`src/rtl/mesi_isc_breq_pkg.sv`:
```
// Shared encodings for the breq front end: main-bus commands, broadcast types and the queued entry layout.
// No logic here; the top declares a parameter-sized twin of breq_entry_t for non-default widths.
package mesi_isc_breq_pkg;

  typedef enum logic [2:0] {
    MBUS_CMD_NOP      = 3'd0,
    MBUS_CMD_WR       = 3'd1,
    MBUS_CMD_RD       = 3'd2,
    MBUS_CMD_WR_BROAD = 3'd3,
    MBUS_CMD_RD_BROAD = 3'd4
  } mbus_cmd_e;

  typedef enum logic [1:0] {
    BROAD_TYPE_NOP = 2'd0,
    BROAD_TYPE_WR  = 2'd1,
    BROAD_TYPE_RD  = 2'd2
  } broad_type_e;

  localparam int DEF_ADDR_WIDTH     = 32;
  localparam int DEF_CPU_ID_WIDTH   = 2;
  localparam int DEF_BROAD_ID_WIDTH = 7;

  // Field order is the FIFO word layout, MSB first.
  typedef struct packed {
    logic [DEF_ADDR_WIDTH-1:0]     addr;
    broad_type_e                   btype;
    logic [DEF_CPU_ID_WIDTH-1:0]   cpu_id;
    logic [DEF_BROAD_ID_WIDTH-1:0] id;
  } breq_entry_t;

endpackage

```
`src/rtl/mesi_isc_breq_fifos_n_if.sv`:
```
// Main-bus request side and broadcast-FIFO side of the breq front end.
// master = CPU/broadcast-FIFO environment, slave = the breq block.
interface mesi_isc_breq_fifos_n_if #(
  parameter int CPU_NUM          = 4,
  parameter int MBUS_CMD_WIDTH   = 3,
  parameter int ADDR_WIDTH       = 32,
  parameter int BROAD_TYPE_WIDTH = 2,
  parameter int BROAD_ID_WIDTH   = 7,
  parameter int BREQ_FIFO_DEPTH  = 2
);
  localparam int CPU_ID_WIDTH = $clog2(CPU_NUM);
  localparam int LVL_WIDTH    = $clog2(BREQ_FIFO_DEPTH) + 1;

  logic [CPU_NUM*MBUS_CMD_WIDTH-1:0] mbus_cmd_array_i;
  logic [CPU_NUM*ADDR_WIDTH-1:0]     mbus_addr_array_i;
  logic                              broad_fifo_status_full_i;
  logic [CPU_NUM-1:0]                mbus_ack_array_o;
  logic                              broad_fifo_wr_o;
  logic [ADDR_WIDTH-1:0]             broad_addr_o;
  logic [BROAD_TYPE_WIDTH-1:0]       broad_type_o;
  logic [CPU_ID_WIDTH-1:0]           broad_cpu_id_o;
  logic [BROAD_ID_WIDTH-1:0]         broad_id_o;
  logic [CPU_NUM*LVL_WIDTH-1:0]      fifo_level_array_o;
  logic [CPU_NUM-1:0]                fifo_full_array_o;

  modport master (
    output mbus_cmd_array_i, mbus_addr_array_i, broad_fifo_status_full_i,
    input  mbus_ack_array_o, broad_fifo_wr_o, broad_addr_o, broad_type_o,
           broad_cpu_id_o, broad_id_o, fifo_level_array_o, fifo_full_array_o
  );

  modport slave (
    input  mbus_cmd_array_i, mbus_addr_array_i, broad_fifo_status_full_i,
    output mbus_ack_array_o, broad_fifo_wr_o, broad_addr_o, broad_type_o,
           broad_cpu_id_o, broad_id_o, fifo_level_array_o, fifo_full_array_o
  );
endinterface

```
`src/rtl/mesi_isc_breq_port_fifo.sv`:
```
// Per-CPU request FIFO; head word is combinational from registered state, write visible next cycle.
// No internal backpressure: writes while full are dropped unless paired with a pop; the caller gates on full.
module mesi_isc_breq_port_fifo #(
  parameter int WIDTH = 8,
  parameter int DEPTH = 2
) (
  input  logic                       clk,
  input  logic                       rst_n,
  input  logic                       wr,
  input  logic                       rd,
  input  logic [WIDTH-1:0]           wr_data,
  output logic [WIDTH-1:0]           rd_data,
  output logic [$clog2(DEPTH):0]     level,
  output logic                       empty,
  output logic                       full
);
  localparam int AW = $clog2(DEPTH);
  localparam int LW = AW + 1;

  logic [WIDTH-1:0] mem [DEPTH];
  logic [AW-1:0]    wr_ptr;
  logic [AW-1:0]    rd_ptr;
  logic [LW-1:0]    cnt;
  logic             do_wr;
  logic             do_rd;

  assign empty   = (cnt == '0);
  assign full    = (cnt == LW'(DEPTH));
  assign level   = cnt;
  assign rd_data = mem[rd_ptr];
  assign do_rd   = rd && !empty;
  assign do_wr   = wr && (!full || do_rd);

  // Storage is not reset: an empty FIFO's head is never observed downstream.
  always_ff @(posedge clk) begin
    if (do_wr) mem[wr_ptr] <= wr_data;
  end

  always_ff @(posedge clk or negedge rst_n) begin
    if (!rst_n) begin
      wr_ptr <= '0;
      rd_ptr <= '0;
      cnt    <= '0;
    end else begin
      if (do_wr) wr_ptr <= wr_ptr + AW'(1);
      if (do_rd) rd_ptr <= rd_ptr + AW'(1);
      if (do_wr && !do_rd)      cnt <= cnt + LW'(1);
      else if (do_rd && !do_wr) cnt <= cnt - LW'(1);
    end
  end
endmodule

```
`src/rtl/mesi_isc_breq_fifos_n.sv`:
```
// Broadcast-request front end: acks CPU broadcasts, tags them with global IDs, queues per CPU, forwards one per cycle.
// Ack one cycle after accept, forward earliest that same cycle; stalls all forwarding while the broadcast FIFO is full.
module mesi_isc_breq_fifos_n
  import mesi_isc_breq_pkg::*;
#(
  parameter int CPU_NUM          = 4,
  parameter int MBUS_CMD_WIDTH   = 3,
  parameter int ADDR_WIDTH       = 32,
  parameter int BROAD_TYPE_WIDTH = 2,
  parameter int BROAD_ID_WIDTH   = 7,
  parameter int BREQ_FIFO_DEPTH  = 2,
  parameter int ARB_MODE         = 0
) (
  input  logic                     clk,
  input  logic                     rst,
  mesi_isc_breq_fifos_n_if.slave   bus
);
  localparam int CPU_ID_WIDTH = $clog2(CPU_NUM);
  localparam int LVL_WIDTH    = $clog2(BREQ_FIFO_DEPTH) + 1;

  localparam logic [MBUS_CMD_WIDTH-1:0]   CMD_WR_BROAD = MBUS_CMD_WIDTH'(MBUS_CMD_WR_BROAD);
  localparam logic [MBUS_CMD_WIDTH-1:0]   CMD_RD_BROAD = MBUS_CMD_WIDTH'(MBUS_CMD_RD_BROAD);
  localparam logic [BROAD_TYPE_WIDTH-1:0] TYPE_WR      = BROAD_TYPE_WIDTH'(BROAD_TYPE_WR);
  localparam logic [BROAD_TYPE_WIDTH-1:0] TYPE_RD      = BROAD_TYPE_WIDTH'(BROAD_TYPE_RD);

  typedef struct packed {
    logic [ADDR_WIDTH-1:0]       addr;
    logic [BROAD_TYPE_WIDTH-1:0] btype;
    logic [CPU_ID_WIDTH-1:0]     cpu_id;
    logic [BROAD_ID_WIDTH-1:0]   id;
  } entry_t;

  localparam int ENTRY_WIDTH = $bits(entry_t);

  logic [CPU_NUM-1:0]        ack_q;
  logic [CPU_NUM-1:0]        accept;
  logic [CPU_NUM-1:0]        pop;
  logic [CPU_NUM-1:0]        fifo_empty;
  logic [CPU_NUM-1:0]        fifo_full;
  logic [LVL_WIDTH-1:0]      fifo_level [CPU_NUM];
  entry_t                    wr_entry   [CPU_NUM];
  entry_t                    head       [CPU_NUM];
  entry_t                    fwd;
  logic [MBUS_CMD_WIDTH-1:0] cmd_cur;
  logic [BROAD_ID_WIDTH-1:0] id_cnt;
  logic [BROAD_ID_WIDTH-1:0] id_run;
  logic [CPU_ID_WIDTH-1:0]   rr_ptr;
  logic [CPU_ID_WIDTH-1:0]   cand;
  logic [CPU_ID_WIDTH-1:0]   grant_idx;
  logic                      grant_vld;

  // Simultaneous accepts take consecutive IDs in ascending port order.
  always_comb begin
    id_run  = id_cnt;
    accept  = '0;
    cmd_cur = '0;
    for (int i = 0; i < CPU_NUM; i++) begin
      cmd_cur            = bus.mbus_cmd_array_i[i*MBUS_CMD_WIDTH +: MBUS_CMD_WIDTH];
      wr_entry[i].addr   = bus.mbus_addr_array_i[i*ADDR_WIDTH +: ADDR_WIDTH];
      wr_entry[i].btype  = (cmd_cur == CMD_WR_BROAD) ? TYPE_WR : TYPE_RD;
      wr_entry[i].cpu_id = CPU_ID_WIDTH'(i);
      wr_entry[i].id     = id_run;
      accept[i]          = ((cmd_cur == CMD_WR_BROAD) || (cmd_cur == CMD_RD_BROAD)) &&
                           !fifo_full[i] && !ack_q[i];
      if (accept[i]) id_run = id_run + BROAD_ID_WIDTH'(1);
    end
  end

  for (genvar g = 0; g < CPU_NUM; g++) begin : g_fifo
    mesi_isc_breq_port_fifo #(
      .WIDTH (ENTRY_WIDTH),
      .DEPTH (BREQ_FIFO_DEPTH)
    ) u_fifo (
      .clk     (clk),
      .rst_n   (rst),
      .wr      (accept[g]),
      .rd      (pop[g]),
      .wr_data (wr_entry[g]),
      .rd_data (head[g]),
      .level   (fifo_level[g]),
      .empty   (fifo_empty[g]),
      .full    (fifo_full[g])
    );
  end

  // First non-empty FIFO scanning from rr_ptr (round robin) or from port 0 (fixed priority).
  always_comb begin
    grant_vld = 1'b0;
    grant_idx = '0;
    cand      = '0;
    if (!bus.broad_fifo_status_full_i) begin
      for (int k = 0; k < CPU_NUM; k++) begin
        if (ARB_MODE == 1) cand = CPU_ID_WIDTH'(k);
        else               cand = CPU_ID_WIDTH'((int'(rr_ptr) + k) % CPU_NUM);
        if (!grant_vld && !fifo_empty[cand]) begin
          grant_vld = 1'b1;
          grant_idx = cand;
        end
      end
    end
  end

  always_comb begin
    pop = '0;
    fwd = '0;
    if (grant_vld) begin
      pop[grant_idx] = 1'b1;
      fwd            = head[grant_idx];
    end
  end

  always_ff @(posedge clk or negedge rst) begin
    if (!rst) begin
      ack_q  <= '0;
      id_cnt <= '0;
      rr_ptr <= '0;
    end else begin
      ack_q  <= accept;
      id_cnt <= id_run;
      if (grant_vld && (ARB_MODE == 0)) begin
        rr_ptr <= (grant_idx == CPU_ID_WIDTH'(CPU_NUM - 1)) ? '0 : grant_idx + CPU_ID_WIDTH'(1);
      end
    end
  end

  always_comb begin
    bus.fifo_level_array_o = '0;
    for (int i = 0; i < CPU_NUM; i++) begin
      bus.fifo_level_array_o[i*LVL_WIDTH +: LVL_WIDTH] = fifo_level[i];
    end
  end

  assign bus.mbus_ack_array_o  = ack_q;
  assign bus.fifo_full_array_o = fifo_full;
  assign bus.broad_fifo_wr_o   = grant_vld;
  assign bus.broad_addr_o      = fwd.addr;
  assign bus.broad_type_o      = fwd.btype;
  assign bus.broad_cpu_id_o    = fwd.cpu_id;
  assign bus.broad_id_o        = fwd.id;
endmodule

```
`src/flat_wrapper.sv`:
```
// flat-port wrapper written by rule: the top's interface ports become plain ports
module mesi_isc_breq_fifos_n_flat import mesi_isc_breq_pkg::*;
#(
  parameter int CPU_NUM          = 4,
  parameter int MBUS_CMD_WIDTH   = 3,
  parameter int ADDR_WIDTH       = 32,
  parameter int BROAD_TYPE_WIDTH = 2,
  parameter int BROAD_ID_WIDTH   = 7,
  parameter int BREQ_FIFO_DEPTH  = 2,
  parameter int ARB_MODE         = 0
)
  (clk, rst, bus_mbus_cmd_array_i, bus_mbus_addr_array_i, bus_broad_fifo_status_full_i, bus_mbus_ack_array_o, bus_broad_fifo_wr_o, bus_broad_addr_o, bus_broad_type_o, bus_broad_cpu_id_o, bus_broad_id_o, bus_fifo_level_array_o, bus_fifo_full_array_o);
  mesi_isc_breq_fifos_n_if #(.CPU_NUM(CPU_NUM), .MBUS_CMD_WIDTH(MBUS_CMD_WIDTH), .ADDR_WIDTH(ADDR_WIDTH), .BROAD_TYPE_WIDTH(BROAD_TYPE_WIDTH), .BROAD_ID_WIDTH(BROAD_ID_WIDTH), .BREQ_FIFO_DEPTH(BREQ_FIFO_DEPTH)) bus_i ();
  input  logic clk;
  input  logic rst;
  input wire logic [$bits(bus_i.mbus_cmd_array_i)-1:0] bus_mbus_cmd_array_i;
  input wire logic [$bits(bus_i.mbus_addr_array_i)-1:0] bus_mbus_addr_array_i;
  input wire logic [$bits(bus_i.broad_fifo_status_full_i)-1:0] bus_broad_fifo_status_full_i;
  output wire logic [$bits(bus_i.mbus_ack_array_o)-1:0] bus_mbus_ack_array_o;
  output wire logic [$bits(bus_i.broad_fifo_wr_o)-1:0] bus_broad_fifo_wr_o;
  output wire logic [$bits(bus_i.broad_addr_o)-1:0] bus_broad_addr_o;
  output wire logic [$bits(bus_i.broad_type_o)-1:0] bus_broad_type_o;
  output wire logic [$bits(bus_i.broad_cpu_id_o)-1:0] bus_broad_cpu_id_o;
  output wire logic [$bits(bus_i.broad_id_o)-1:0] bus_broad_id_o;
  output wire logic [$bits(bus_i.fifo_level_array_o)-1:0] bus_fifo_level_array_o;
  output wire logic [$bits(bus_i.fifo_full_array_o)-1:0] bus_fifo_full_array_o;
  assign bus_i.mbus_cmd_array_i = bus_mbus_cmd_array_i;
  assign bus_i.mbus_addr_array_i = bus_mbus_addr_array_i;
  assign bus_i.broad_fifo_status_full_i = bus_broad_fifo_status_full_i;
  assign bus_mbus_ack_array_o = bus_i.mbus_ack_array_o;
  assign bus_broad_fifo_wr_o = bus_i.broad_fifo_wr_o;
  assign bus_broad_addr_o = bus_i.broad_addr_o;
  assign bus_broad_type_o = bus_i.broad_type_o;
  assign bus_broad_cpu_id_o = bus_i.broad_cpu_id_o;
  assign bus_broad_id_o = bus_i.broad_id_o;
  assign bus_fifo_level_array_o = bus_i.fifo_level_array_o;
  assign bus_fifo_full_array_o = bus_i.fifo_full_array_o;
  mesi_isc_breq_fifos_n #(.CPU_NUM(CPU_NUM), .MBUS_CMD_WIDTH(MBUS_CMD_WIDTH), .ADDR_WIDTH(ADDR_WIDTH), .BROAD_TYPE_WIDTH(BROAD_TYPE_WIDTH), .BROAD_ID_WIDTH(BROAD_ID_WIDTH), .BREQ_FIFO_DEPTH(BREQ_FIFO_DEPTH), .ARB_MODE(ARB_MODE)) u_core (.clk(clk), .rst(rst), .bus(bus_i));
endmodule
```
`config.mk`:
```
export PLATFORM = sky130hd
export DESIGN_NAME = mesi_isc_breq_fifos_n_flat
export DESIGN_NICKNAME = d
export VERILOG_FILES = /design/src/rtl/mesi_isc_breq_pkg.sv /design/src/rtl/mesi_isc_breq_fifos_n_if.sv /design/src/rtl/mesi_isc_breq_port_fifo.sv /design/src/rtl/mesi_isc_breq_fifos_n.sv /design/src/flat_wrapper.sv
export SDC_FILE = /design/constraint.sdc
export NUM_CORES = 1
export LEC_CHECK = 0
export ABC_AREA = 1
export BUFFER_PORTS_ARGS = -buffer_cell sky130_fd_sc_hd__buf_2
export CORE_MARGIN = 1.5
export CORE_UTILIZATION = 42
export DETAILED_ROUTE_END_ITERATION = 16
export PLACE_DENSITY = 0.72
export SYNTH_ARGS = -nofsm -noshare
export SYNTH_HDL_FRONTEND = slang
export SYNTH_HIERARCHICAL = 1
export SYNTH_SLANG_ARGS = --single-unit
export TNS_END_PERCENT = 50
```
`constraint.sdc`:
```
create_clock -name clk -period 4.5 [get_ports clk]
set_input_delay 0.225 -clock clk [delete_from_list [all_inputs] [get_ports clk]]
set_output_delay 0.225 -clock clk [all_outputs]
set_load 0.005 [all_outputs]
```
# --- Yosys cells after proc, flatten, opt, wreduce, memory -nomap -nowiden ---
# Memory sizes are Yosys's and may differ from the RTL's.
# Cells that the tools add are included.
totals:
  ff_bits: 29
  ram_bits: 328
  elab_cells: 191
  memories: 4
op_classes:
  n_reduce_logical: 70
  eq_ne: 13
  addsub: 24
  n_mux: 57
  magnitude_cmp: 7
  bitwise: 1
memory_table:
  columns: ["memory", "depth", "width", "read_ports", "rd_clocked_by_memory_dff", "wr", "line_no", "text"]
  rows:
  - ["u_core.g_fifo[0].u_fifo.mem", 2, 41, 1, 0, 1, "mesi_isc_breq_port_fifo.sv:20", "logic [WIDTH-1:0] mem [DEPTH];"]
  - ["u_core.g_fifo[1].u_fifo.mem", 2, 41, 1, 0, 1, "mesi_isc_breq_port_fifo.sv:20", null]
  - ["u_core.g_fifo[2].u_fifo.mem", 2, 41, 1, 0, 1, "mesi_isc_breq_port_fifo.sv:20", null]
  - ["u_core.g_fifo[3].u_fifo.mem", 2, 41, 1, 0, 1, "mesi_isc_breq_port_fifo.sv:20", null]
op_table:
  columns: ["op", "n"]
  rows:
  - ["$mux 43", 3]
  - ["$bmux 43 s2", 1]
  - ["$mux 2", 22]
  - ["$add 7x1->7 const B", 4]
  - ["$logic_and 1x1->1", 28]
  - ["$mux 7", 4]
  - ["$logic_not 1->1", 26]
  - ["$mux 1", 21]
  - ["$lt 2x3->1 const B", 5]
  - ["$add 2x1->2 const B", 6]
  - ["$eq 3x2->1 const B", 4]
  - ["$eq 3x3->1 const B", 4]
  - ["$eq 2x2->1 const B", 5]
  - ["$add 1x1->1 const B", 8]
  - ["$bmux 1 s2", 4]
  - ["$logic_not 2->1", 4]
  - ["$logic_or 1x1->1", 8]
  - ["$reduce_bool 2->1", 4]
  - ["$sub 2x1->2 const B", 4]
  - ["$add 2x2->2 const B", 2]
  - ["$mux 4", 1]
  - ["$ge 3x3->1 const B", 1]
  - ["$not 2->3", 1]
  - ["$demux 1 s2", 1]
  - ["$ge 2x1->1 const B", 1]

# --- Longest topological paths before layout ---
logic_depth:
  depth_word: 29
  mapped_depth: 27
  mapped_depth_nobuf: 25

# --- Hierarchy ---
# Netlist, hierarchy kept.
by_module_without_submodules:
  columns: ["module", "area_each_um2", "n_inst", "cells_each"]
  rows:
  - ["mesi_isc_breq_port_fifo", 3390.8, 4, 258]
  - ["mesi_isc_breq_fifos_n", 3190.6, 1, 654]

# --- Worst setup path after synthesis ---
# OpenSTA, ideal clock, no wires.
synth_timing:
  kind: "reg2reg"
  startpoint: "register u_core.g_fifo[3].u_fifo.cnt[0]"
  endpoint: "memory u_core/g_fifo[3].u_fifo/mem[1][0] (netlist bit), enable pin"
  path_stages_with_launch: 18
  path_buffers: 1
  setup_slack_ns: -0.066
  period_less_slack_ns: 4.566
  t_arrival_ns: 4.122
  t_required_ns: 4.056
  cell_sequence: "dfrtp_1 > nor2_2 > inv_1 > o21ai_1 > nor2_2 > a21oi_2 > nand2_1 > o211ai_1 > nand3_2 > inv_2 > buf_2 > ha_1 > inv_1 > nor2_1 > inv_1 > nand3_2 > nand2_1 > nor2_1"
synth_between:
  elab_chain_len: 27
synth_lines:
  columns: ["element", "line_no", "text"]
  rows:
  - ["start, declared", "mesi_isc_breq_port_fifo.sv:23", "logic [LW-1:0] cnt;"]
  - ["start signal, assigned", "mesi_isc_breq_port_fifo.sv:47", "if (do_wr && !do_rd) cnt <= cnt + LW'(1);"]
  - ["start signal, assigned", "mesi_isc_breq_port_fifo.sv:48", "else if (do_rd && !do_wr) cnt <= cnt - LW'(1);"]
  - ["$logic_not 2->1 (*)", "mesi_isc_breq_port_fifo.sv:27", "assign empty = (cnt == '0);"]
  - ["via u_core.fifo_empty[3]", "mesi_isc_breq_fifos_n.sv:38", "logic [CPU_NUM-1:0] fifo_empty;"]
  - ["$bmux 1 s2", "mesi_isc_breq_fifos_n.sv:95", "if (!grant_vld && !fifo_empty[cand]) begin"]
  - ["$mux 1 (implied by the code)", "mesi_isc_breq_fifos_n.sv:95", null]
  - ["$mux 1", "mesi_isc_breq_fifos_n.sv:95", null]
  - ["$mux 1", "mesi_isc_breq_fifos_n.sv:91", "if (!bus.broad_fifo_status_full_i) begin"]
  - ["$logic_not 1->1", "mesi_isc_breq_fifos_n.sv:95", null]
  - ["$logic_and 1x1->1", "mesi_isc_breq_fifos_n.sv:95", null]
  - ["(+13 left out)", null, null]
  - ["$demux 1 s2", null, null]
  - ["$mux 4 (*)", "mesi_isc_breq_fifos_n.sv:106", "if (grant_vld) begin"]
  - ["via u_core.pop[3]", "mesi_isc_breq_fifos_n.sv:37", "logic [CPU_NUM-1:0] pop;"]
  - ["$logic_and 1x1->1 (*)", "mesi_isc_breq_port_fifo.sv:31", "assign do_rd = rd && !empty;"]
  - ["$logic_or 1x1->1 (*)", "mesi_isc_breq_port_fifo.sv:32", "assign do_wr = wr && (!full || do_rd);"]
  - ["$logic_and 1x1->1 (*)", "mesi_isc_breq_port_fifo.sv:32", null]
  - ["$mux 1 (*)", "mesi_isc_breq_port_fifo.sv:36", "if (do_wr) mem[wr_ptr] <= wr_data;"]
  - ["$mux 1 (implied by the code) (*)", "mesi_isc_breq_port_fifo.sv:36", null]
  - ["end, declared", "mesi_isc_breq_port_fifo.sv:20", null]
# Mark *: on every way through the listed nets, which the timed path passes. The rest lies on a longest branch. The select of a mux whose other input is x is not followed.

# --- Final worst setup path ---
layout_timing:
  startpoint: "register u_core.g_fifo[3].u_fifo.cnt[0]"
  endpoint: "output bus_broad_cpu_id_o[1]"
layout_between:
  elab_chain_len: 22
layout_lines:
  columns: ["element", "line_no", "text"]
  rows:
  - ["$logic_not 2->1 (*)", "mesi_isc_breq_port_fifo.sv:27", null]
  - ["via u_core.fifo_empty[3]", "mesi_isc_breq_fifos_n.sv:38", null]
  - ["$bmux 1 s2", "mesi_isc_breq_fifos_n.sv:95", null]
  - ["$mux 1 (implied by the code)", "mesi_isc_breq_fifos_n.sv:95", null]
  - ["$mux 1", "mesi_isc_breq_fifos_n.sv:95", null]
  - ["$mux 1", "mesi_isc_breq_fifos_n.sv:91", null]
  - ["$logic_not 1->1", "mesi_isc_breq_fifos_n.sv:95", null]
  - ["$logic_and 1x1->1", "mesi_isc_breq_fifos_n.sv:95", null]
  - ["(+6 left out)", null, null]
  - ["$logic_not 1->1", "mesi_isc_breq_fifos_n.sv:95", null]
  - ["$logic_and 1x1->1", "mesi_isc_breq_fifos_n.sv:95", null]
  - ["$mux 2", "mesi_isc_breq_fifos_n.sv:95", null]
  - ["$mux 2", "mesi_isc_breq_fifos_n.sv:91", null]
  - ["$not 2->3 (implied by the code)", "mesi_isc_breq_fifos_n.sv:108", "fwd = head[grant_idx];"]
  - ["$bmux 43 s2", "mesi_isc_breq_fifos_n.sv:108", null]
  - ["$mux 43 (implied by the code) (2 in a row)", "mesi_isc_breq_fifos_n.sv:108", null]
  - ["$mux 43 (*)", "mesi_isc_breq_fifos_n.sv:106", null]
  - ["end, declared", "flat_wrapper.sv:23", "output wire logic [$bits(bus_i.broad_cpu_id_o)-1:0] bus_broad_cpu_id_o;"]
# Marks and branches as above.

==> run_results.csv <==
group,metric,value,unit
clocking,numCtsBuffers,40,
drt,firstDrtPassIters,6,
global_route,grt_overflow,0,
drt,via_per_inst,4.96,
floorplanning,start_util,42.9,%
clocking,h-tree-depth,2,
yosys,synth_top_area_share,61.7,%
floorplanning,rows,72,
clocking,clock_path_buffers,3,
yosys,postSynthCellCount,1686,
sta,fin_crit_sh,92.8,%
yosys,synth_top_area_cell,"edfxtp_1",
floorplanning,dieWidth,203,µm
sta,whs,0.0639,ns
sta,period_minus_slack,4.18,ns
drt,drtIter0Drc,1078,
drt,ant_nets,0,
worst_setup_path,cp_cell_sequence,"nor2_2, inv_1, o21ai_1, nor2_2, a21oi_2, nand2_1, nand2_1, xor2_2, nand2_4, inv_4, buf_4, nand2_1, nand3_1, nand2_1, nor2_1, buf_2",
worst_setup_path,cp_max_fo,61,
worst_setup_path,cp_slowest_stage_delay,0.63,ns
global_route,track_usage,22.0,%
min_path,min_to,"u_core/g_fifo[3].u_fifo/mem[1][9]$_DFFE_PP_",
run_status,outcome,"completed",
sta,worst_pin_slew,1.12,ns
worst_setup_path,cp_num_buf_inv,4,
pwr,power.density,697,nW/µm²
drt,wirelength,45.1,mm
worst_setup_path,r2r_end,"u_core/id_cnt[4]$_DFF_PN0_",
worst_setup_path,cp.arrival,3.95,ns
drt,vias,12800,
min_path,worstHoldStart,"bus_mbus_cmd_array_i[11]",
floorplanning,die_h,203,µm
drt,wl_per_cell,17.6,µm
pwr,ir_drop,0.000405,V
clocking,cts.sinks,373,
worst_setup_path,crit_path_frequent_cell,"nand2_1",
min_path,worst_hold_path.num_cells,2,
worst_setup_path,critPathKind,"reg2out",
global_route,antenna_found_initial,0,
worst_setup_path,r2r_slack,0.63,ns
sta,fmax,239,MHz
pwr,p_leak,9.14,nW
min_path,hold_class,"in2reg",
yosys,yosysUniqueCellTypes,32,
yosys,synth_ff_type,"edfxtp_1",
final_layout,nets,2178,
worst_setup_path,reg2regPathDepth,18,
yosys,synth_sequential_area_ratio,66.0,%
drt,drc_errors,0,
yosys,synth_top_cells_by_count,"861 x nand2_1, 344 x edfxtp_1, 90 x inv_1, 82 x nor2_1, 78 x nand3_1",
job,drv_cap,0,
final_layout,area_growth,23.8,%
pwr,power,14.5,mW
global_route,grt_pass1_vias,12600,
worst_setup_path,cp_top_family,"buffers and inverters",
yosys,synth_most_common_cell,"nand2_1",
worst_setup_path,worstSetupStartpointType,"flip-flop",
sta,drv_slew,0,
yosys,ys_ff_latch,373,
final_layout,drive_above_1_share,15.4,%
yosys,syn_area,16800,µm²
sta,fin_setup_tns,0,ns
yosys,synth-edff-count,344,
sta,maxSlewHeadroom,25.5,%
clocking,post-cts-setup-buffer-count,0,
placement,portBuffers,202,
yosys,async_flop_share,7.77,%
worst_setup_path,endpoint_kind,"output port",
global_route,grt_pass1_wl,68.8,mm
floorplanning,die_area,41100,µm²
placement,place_congestion,0.920,
sta,setup_viol,0,
yosys,synth.area.top_cells,"edfxtp_1 62%, nand2_1 19%, dfrtp_1 4.3%",
sta,fin_worst_skew,0.0119,ns
yosys,syn_avg_cell_area,9.94,µm²
final_layout,diodes,0,
floorplanning,fp.coreArea,39000,µm²
yosys,ys_warn_count,6,
clocking,path_clk_slew,0.06,ns
worst_setup_path,crit_slowest_cell,"buf_4",
placement,place_hpwl,29.8,mm
sta,final_hold_viol_count,0,
clocking,clk_latency,0.54,ns
worst_setup_path,rr_startpoint,"u_core/g_fifo[0].u_fifo/level[1]$_DFFE_PN0P_",
worst_setup_path,worst-endpoint-required,4.28,ns
floorplanning,pin_count,203,
sta,rsz0062_at_grt,"no",
clocking,tritoncts,"yes",
worst_setup_path,crit_path_start,"u_core/g_fifo[3].u_fifo/level[0]$_DFFE_PN0P_",
clocking,clock_tree.root_cell,"clkbuf_16",
final_layout,fill_cells,3371,
global_route,grt_max_degree,62,
sequential cells by signal (all words and copies together) (netlist names):
name and count:
u_core/g_fifo.u_fifo/mem 344, u_core/g_fifo.u_fifo/rd_ptr 4, u_core/bus.mbus_ack_array_o 4, u_core/g_fifo.u_fifo/level 8, u_core/id_cnt 7, u_core/rr_ptr 2, u_core/g_fifo.u_fifo/wr_ptr 4
layer usage:
metal  global-route usage [%]  part of all wire [%]  wire [µm]  up-vias
met5                        0                     0          0        -
met4                     8.60                   3.7       1680        0
met3                     3.52                   7.2       3230       99
met2                     38.4                    50      22600      501
met1                     27.3                    39      17600     6022
li1                         -                     -          -     6132
per-stage QoR:
step / std cells / worst slack [ns] / util (%) / instance area, µm²
after global routing: 2571 / 0.0801 / 53.2 / 20700
after detailed placement: 2370 / 0.691 / 46.5 / 18100
after floorplan: 1700 / -0.0457 / - / 16800
after CTS: 2571 / 0.256 / 53.1 / 20700
final: 2571 / 0.322 / 53.2 / 20700
after global placement: 2370 / 0.842 / 46.5 / 18100
worst register-to-register path, cell delays in order (launching register included):
cell	delay (ns)
dfrtp_1	0.44
inv_1	0.11
nor2_1	0.07
nor2_2	0.31
nand3_1	0.40
nand2_1	0.16
nand2_1	0.12
ha_1	0.31
nand2_1	0.08
nand2_1	0.12
ha_1	0.31
nand2_1	0.06
a21boi_0	0.41
inv_1	0.15
ha_1	0.22
nand2_1	0.09
nor2_1	0.06
nand3_1	0.11
xor2_1	0.22
worst max path at each step:
| stage | endpoint | slack [ns] | cells past startpoint |
|---|---|---|---|
| after global routing | bus_broad_cpu_id_o[0] | 0.08 | 16 |
| final | bus_broad_cpu_id_o[1] | 0.32 | 16 |
| after detailed placement | u_core/id_cnt[6]$_DFF_PN0_ | 0.69 | 20 |
| after CTS | bus_broad_cpu_id_o[1] | 0.26 | 18 |
| after floorplan | u_core/g_fifo[2].u_fifo/mem[1][0]$_DFFE_PP_ | -0.05 | 17 |
| after global placement | u_core/id_cnt[6]$_DFF_PN0_ | 0.84 | 20 |
power by group:
group	leakage (nW)	internal (mW)	switching [mW]
logic	5.04	1.86	4.46
registers	3.48	4.56	0.323
clock network	0.621	1.93	1.31
total	9.14	8.36	6.09
cell families (layout without fill, tap and decap cells):
logic type / after synthesis / after routing / synth area share (%)
AOI/OAI and AO/OA: 67 / 67 / 2.11
xor gates and xnor gates: 12 / 12 / 0.784
adders and majority gates: 12 / 12 / 0.896
buffers and inverters: 170 / 523 / 5.51
DFF: 373 / 373 / 66.0
other: 2 / 16 / 0.0448
and+or+nand+nor: 1050 / 1050 / 24.7
what timing repair did:
item | 4_1_cts | 5_1_grt
endpoints found under the hold margin | 285 | 0
hold buffers | 129 | 0
resized for setup | 0 | 1
endpoints found under the setup margin | 0 | 2
cells in the final DEF, fill, tap and decap left out, types with 8 or more instances in the layout:
cell	netlist	layout
nor2_2	11	11
a21oi_1	47	47
edfxtp_1	344	344
nand4_1	8	8
inv_1	90	86
nand2_1	861	861
nor2_1	82	78
dlygate4sd3_1	0	129
buf_2	26	202
buf_4	8	15
xnor2_1	8	8
inv_2	6	8
conb_1	2	16
nand3_1	78	78
o21ai_0	10	10
ha_1	12	12
dfrtp_1	29	29
clkbuf_1	4	8
clkinv_1	0	11
clkbuf_16	0	41
layout make-up:
| type | instances | area (µm²) | share of cell area (%) |
|---|---|---|---|
| clock inverters | 21 | 213 | 1.03 |
| inverters | 101 | 392 | 1.89 |
| flip-flops and latches | 373 | 11100 | 53.3 |
| well taps | 518 | 648 | 3.13 |
| repair buffers | 350 | 2490 | 12.0 |
| multi-input cells | 1157 | 4860 | 23.4 |
| clock buffers | 51 | 1080 | 5.23 |
Power figures use the tool's default switching activity.
